[src/rtl/hazard_controller.sv]
// hazard_controller
// Pipeline hazard and stall controller for a 5-stage core.
// Produces write-enable, bubble and flush controls for the PC and the
// IF/ID, ID/EX, EX/MEM and MEM/WB pipeline registers. It detects load-use
// hazards, squashes younger instructions on a taken branch, and holds
// multi-cycle mul/div operations in EX. It freezes the pipeline while data
// memory is not ready, and keeps saturating stall and flush counters.
//
// Parameters:
//   MULDIV_LAT : total cycles a mul/div occupies EX (2..16)
//   CNT_W      : width of the performance counters
// Ports:
//   clk, rst                      clock, synchronous active-high reset
//   if_id_rs/rt, if_id_uses_rs/rt sources read by the instruction in ID
//   id_ex_mem_read, id_ex_write_reg, id_ex_muldiv  instruction in EX
//   ex_branch_taken               taken branch/jump resolved in EX
//   ex_mem_mem_access, dmem_ready data memory handshake for MEM
//   pc_write .. ex_mem_write      register load enables (1 = advance)
//   if_id_flush, *_bubble         NOP insertion controls
//   muldiv_busy                   mul/div held in EX this cycle
//   stall_cycles, flush_count     saturating performance counters
module hazard_controller #(
  parameter int MULDIV_LAT = 4,
  parameter int CNT_W      = 16
) (
  input  logic             clk,
  input  logic             rst,
  input  logic [2:0]       if_id_rs,
  input  logic [2:0]       if_id_rt,
  input  logic             if_id_uses_rs,
  input  logic             if_id_uses_rt,
  input  logic             id_ex_mem_read,
  input  logic [2:0]       id_ex_write_reg,
  input  logic             id_ex_muldiv,
  input  logic             ex_branch_taken,
  input  logic             ex_mem_mem_access,
  input  logic             dmem_ready,
  output logic             pc_write,
  output logic             if_id_write,
  output logic             id_ex_write,
  output logic             ex_mem_write,
  output logic             if_id_flush,
  output logic             id_ex_bubble,
  output logic             ex_mem_bubble,
  output logic             mem_wb_bubble,
  output logic             muldiv_busy,
  output logic [CNT_W-1:0] stall_cycles,
  output logic [CNT_W-1:0] flush_count
);

  typedef enum logic {
    ST_RUN    = 1'b0,
    ST_MULDIV = 1'b1
  } state_t;

  // The entry cycle is the first busy cycle, so the counter covers the
  // remaining MULDIV_LAT-2 busy cycles before the release cycle.
  localparam logic [3:0] LP_CNT_LOAD = 4'(MULDIV_LAT - 2);

  state_t           r_state;
  state_t           w_state_next;
  logic [3:0]       r_cnt;
  logic [3:0]       w_cnt_next;
  logic [CNT_W-1:0] r_stall_cycles;
  logic [CNT_W-1:0] r_flush_count;
  logic             w_flush_inc;
  logic             w_mem_stall;
  logic             w_load_use;

  assign w_mem_stall = ex_mem_mem_access & ~dmem_ready;

  // A load into r0 never creates a real dependency.
  assign w_load_use = id_ex_mem_read & (id_ex_write_reg != 3'd0) &
                      ((if_id_uses_rs & (if_id_rs == id_ex_write_reg)) |
                       (if_id_uses_rt & (if_id_rt == id_ex_write_reg)));

  always_comb begin
    pc_write      = 1'b1;
    if_id_write   = 1'b1;
    id_ex_write   = 1'b1;
    ex_mem_write  = 1'b1;
    if_id_flush   = 1'b0;
    id_ex_bubble  = 1'b0;
    ex_mem_bubble = 1'b0;
    mem_wb_bubble = 1'b0;
    muldiv_busy   = 1'b0;
    w_flush_inc   = 1'b0;
    w_state_next  = r_state;
    w_cnt_next    = r_cnt;

    if (rst) begin
      w_state_next = ST_RUN;
      w_cnt_next   = 4'd0;
    end else begin
      case (r_state)
        ST_RUN: begin
          if (w_mem_stall) begin
            // Full freeze; MEM/WB gets NOPs while the access is pending.
            pc_write      = 1'b0;
            if_id_write   = 1'b0;
            id_ex_write   = 1'b0;
            ex_mem_write  = 1'b0;
            mem_wb_bubble = 1'b1;
          end else if (id_ex_muldiv) begin
            pc_write      = 1'b0;
            if_id_write   = 1'b0;
            id_ex_write   = 1'b0;
            ex_mem_bubble = 1'b1;
            muldiv_busy   = 1'b1;
            w_cnt_next    = LP_CNT_LOAD;
            w_state_next  = ST_MULDIV;
          end else if (ex_branch_taken) begin
            // Squashing ID also removes any load-use consumer.
            if_id_flush  = 1'b1;
            id_ex_bubble = 1'b1;
            w_flush_inc  = 1'b1;
          end else if (w_load_use) begin
            pc_write     = 1'b0;
            if_id_write  = 1'b0;
            id_ex_bubble = 1'b1;
          end
        end
        ST_MULDIV: begin
          if (r_cnt != 4'd0) begin
            pc_write      = 1'b0;
            if_id_write   = 1'b0;
            id_ex_write   = 1'b0;
            ex_mem_bubble = 1'b1;
            muldiv_busy   = 1'b1;
            w_cnt_next    = r_cnt - 4'd1;
          end else begin
            // Release cycle: EX/MEM captures the result.
            w_state_next = ST_RUN;
          end
        end
        default: begin
          w_state_next = ST_RUN;
        end
      endcase
    end
  end

  always_ff @(posedge clk) begin
    if (rst) begin
      r_state        <= ST_RUN;
      r_cnt          <= 4'd0;
      r_stall_cycles <= '0;
      r_flush_count  <= '0;
    end else begin
      r_state <= w_state_next;
      r_cnt   <= w_cnt_next;
      if (!pc_write && !(&r_stall_cycles)) begin
        r_stall_cycles <= r_stall_cycles + CNT_W'(1);
      end
      if (w_flush_inc && !(&r_flush_count)) begin
        r_flush_count <= r_flush_count + CNT_W'(1);
      end
    end
  end

  assign stall_cycles = r_stall_cycles;
  assign flush_count  = r_flush_count;

endmodule
[config.mk]
export PLATFORM = sky130hd
export DESIGN_NAME = hazard_controller
export DESIGN_NICKNAME = d
export VERILOG_FILES = /design/src/rtl/hazard_controller.sv
export SDC_FILE = /design/constraint.sdc
export NUM_CORES = 1
export LEC_CHECK = 0
export ABC_AREA = 1
export CORE_ASPECT_RATIO = 0.9
export CORE_MARGIN = 2
export CORE_UTILIZATION = 49
export CTS_BUF_LIST = sky130_fd_sc_hd__clkbuf_16
export CTS_CLUSTER_DIAMETER = 60
export DETAILED_ROUTE_END_ITERATION = 12
export HOLD_SLACK_MARGIN = 0.05
export PLACE_DENSITY = 0.8
export SLEW_MARGIN = 10
export SYNTH_ARGS = -nofsm -noshare
export SYNTH_HDL_FRONTEND = slang
export SYNTH_SLANG_ARGS = --single-unit
[constraint.sdc]
create_clock -name clk -period 2.3 [get_ports clk]
set_input_delay 0.575 -clock clk [delete_from_list [all_inputs] [get_ports clk]]
set_output_delay 0.575 -clock clk [all_outputs]
set_load 0.02 [all_outputs]
==> PnR_summary.wiki <==
{| class="wikitable"
! Metric !! Value
|-
| Number of instances in the placed design || 485
|-
| DRC viols || 0
|-
| Worst-case clock buffer depth || 2
|-
| Leak pwr || 1.31 nW
|-
| Overall via count from detail_route || 2480
|-
| Layout cells sized above 1 || 0.160
|-
| IR drop worst, VDD || 0.367 mV
|-
| Die extent in x || 76.5 µm
|-
| Die boundary height || 69.2 µm
|-
| Highest clock frequency the design can meet || 452 MHz
|-
| PD cells || 490 mW/mm²
|-
| Library cell contributing the largest single delay on the critical path || sky130_fd_sc_hd__clkdlybuf4s50_1
|-
| CP Max Fanout || 2
|-
| Number of non-filler instances in the completed layout || 494
|-
| Flop and latch count out of synthesis || 37
|-
| CTS tree || yes
|-
| Number of maximum-capacitance violations || 0
|-
| Iteration count of the initial detailed-routing pass || 4
|-
| Worst stage delay on the critical path || 460 ps
|-
| Worst slew margin || 0.739
|-
| Mean instance size in the synthesized netlist || 6.49 µm²
|-
| Worst-margin pin slew || 388 ps
|-
| Cell-by-cell trace of the critical path || clkdlybuf4s50_1 -> inv_1 -> a31oi_4 -> nand3_2 -> nand2_2 -> inv_2 -> buf_6
|-
| Sw Ratio || 0.265
|-
| Start-to-end type of the worst setup path || in2out
|-
| Required time at the worst-slack endpoint || 1730 ps
|-
| Initial detailed-routing violation count || 202
|-
| Growth of design area from synthesis to finish || 40.1%
|-
| Post-synth cell types || 30
|-
| Endpoints failing hold || 0
|-
| Clock latency of the later-clocked register in the worst-skew pair || 280 ps
|-
| Register area share after synthesis || 0.320
|-
| Core outline area || 0.00449 mm²
|-
| Hpwl dp || 4.38 mm
|-
| TritonCTS sink count || 37
|-
| Mapped Area || 0.00232 mm²
|-
| Sequential group share of total power || 0.424
|-
| Flop2flop setup slack || 450 ps
|-
| Net switching component of the power || 0.422 mW
|-
| Maximum level of the CTS H-tree || 2
|-
| Final-stage net count || 453
|-
| Int Power || 1.17 mW
|-
| Worst clock skew || 3.47 ps
|-
| Area of placed instances || 0.00308 mm²
|-
| Row count || 23
|-
| CTS clock-pin slew for the worst setup and hold paths || 50 ps
|-
| Detail-routed net length per standard cell || 12.1 µm
|-
| Clock share of power || 0.403
|-
| Routed via count divided by cell count || 5.02
|-
| Design Area, Final || 0.00325 mm²
|-
| Number of global-route vias before repair || 2352
|-
| Port Buffer Count || 58
|-
| Count of mapped cells out of synthesis || 357
|-
| Number of max-slew violations in the final report || 0
|-
| Utilization after layout || 0.723
|-
| Antenna violations before repair || 0
|-
| Count of antenna-violating nets left after detailed routing || 0
|-
| CTS Buf Count || 5
|-
| Pin count of the biggest net entering global routing || 24
|-
| Setup violations, final || 0
|-
| Die Footprint || 0.00530 mm²
|-
| Wire length reported by the detailed router || 5.98 mm
|-
| Critical path data arrival time || 1640 ps
|-
| Initial standard-cell utilization of the core || 0.516
|-
| Number of warnings printed during yosys synthesis || 0
|-
| Startpoint type of the worst setup path || input pin
|-
| Final Cycle Share || 0.962
|-
| Root Driver || sky130_fd_sc_hd__clkbuf_16
|-
| Net Count, Synth || 379
|-
| Share of power burned in combinational logic || 0.173
|-
| Shortest period the worst path allows || 2210 ps
|-
| Antenna diode count || 0
|-
| Global-route wire length before repair || 9.94 mm
|-
| Worst hold-check path type || reg2reg
|-
| GRT overflow || 0
|-
| Total Power Consumption || 1.59 mW
|-
| Worst hold slack || 494 ps
|-
| Routability cong. || 0.960
|-
| Result of the run || complete, no violations
|-
| Number of primary I/O pins || 59
|-
| Critical path capture point type || primary output
|-
| Overall global routing resource usage || 0.228
|}
## Yosys cell counts (all sizes together)
master | n | area share
nand2 | 95 | 0.16
inv | 44 | 0.071
nor2 | 39 | 0.063
dfxtp | 37 | 0.32
nand3 | 37 | 0.080
a21oi | 29 | 0.071
xor2 | 14 | 0.053
nor3 | 13 | 0.035
buf | 9 | 0.025
o21ai | 9 | 0.019
xnor2 | 7 | 0.026
nand4 | 6 | 0.023
clkbuf | 5 | 0.0086
ha | 4 | 0.022
and3 | 3 | 0.0081
a31oi | 2 | 0.0054
clkinv | 2 | 0.0038
a211oi | 1 | 0.0032
nor3b | 1 | 0.0032
## worst max-delay path, delay by kind of cell
kind	cells	cell delay [ps]
compound gates	1	160
simple gates	2	210
buf+inv	4	690
## per-layer routing
layer / routed length (µm) / vias to the layer above / GRT usage / share of wire
met5: 0 / - / 0 / 0
met1: 2690 / 1116 / 0.277 / 0.45
met2: 2860 / 69 / 0.387 / 0.48
met3: 352 / 8 / 0.0612 / 0.059
li1: - / 1287 / - / -
met4: 78 / 0 / 0.0848 / 0.013
## cells in the final DEF, fill, tap and decap left out, drive strengths merged
| cell | synthesis | layout |
|---|---|---|
| clkdlybuf4s15 | 0 | 3 |
| nand3 | 37 | 37 |
| and3 | 3 | 3 |
| clkbuf | 5 | 7 |
| buf | 9 | 30 |
| dlymetal6s2s | 0 | 3 |
| nand4 | 6 | 6 |
| a31oi | 2 | 2 |
| o21ai | 9 | 9 |
| inv | 44 | 47 |
| xor2 | 14 | 14 |
| a21oi | 29 | 29 |
| nor2 | 39 | 39 |
| nand2 | 95 | 95 |
| nor3b | 1 | 1 |
| clkdlybuf4s50 | 0 | 37 |
| a211oi | 1 | 1 |
| xnor2 | 7 | 7 |
| nor3 | 13 | 13 |
| dfxtp | 37 | 37 |
| clkinv | 2 | 2 |
| ha | 4 | 4 |
| dlygate4sd2 | 0 | 6 |
## power by group through the flow
stage / registers (mW) / logic (mW) / clock network [mW]
2_1_floorplan: 0.692 / 0.142 / 0
3_3_place_gp: 0.687 / 0.266 / 0
3_5_place_dp: 0.687 / 0.271 / 0
4_1_cts: 0.674 / 0.265 / 0.655
5_1_grt: 0.678 / 0.302 / 0.679
6_report: 0.676 / 0.275 / 0.641
## sequential cells by signal, indices dropped and copies added, names as in the netlist
signal / cells
flush_count: 16
r_cnt: 4
stall_cycles: 16
r_state: 1
## per-stage QoR
step / setup WS, ps / TNS, ps
5_1_grt: -9.58 / -18.3
2_1_floorplan: 18.2 / 0
4_1_cts: 3.11 / 0
3_5_place_dp: -635 / -6800
6_report: 86.5 / 0
3_3_place_gp: -545 / -4890
## logic make-up after synthesis
group / synth area share
XOR/XNOR: 0.0794
AND/OR/NAND/NOR: 0.371
buffers and inverters: 0.109
adder cells (fa/ha/maj): 0.0216
flip-flops: 0.320
AO/OA/AOI/OAI: 0.0988
## worst paths after layout
path | end | from | depth (start not counted)
setup / recovery | pc_write | id_ex_mem_read | 7
hold / removal | flush_count[9] | flush_count[9] | 2
setup reg to reg | stall_cycles[15] | r_cnt[0] | 11
hold reg to reg | flush_count[9] | flush_count[9] | 2
## area by class of cell
class / instances / area (µm²)
timing repair buffer: 81 / 736
inverter: 46 / 175
clock inverter: 3 / 11.3
sequential: 37 / 743
clock buffer: 5 / 125
tap: 62 / 77.6
multi-input combinational: 260 / 1380
fill: 389 / 1240
## timing repair
item,CTS,global route
buffers inserted,0,1
setup endpoints to repair,9,9
resized for setup,47,23
pin swaps,9,10
hold buffers,0,0
hold endpoints to repair,0,0
(Power assumes the default switching activity.)
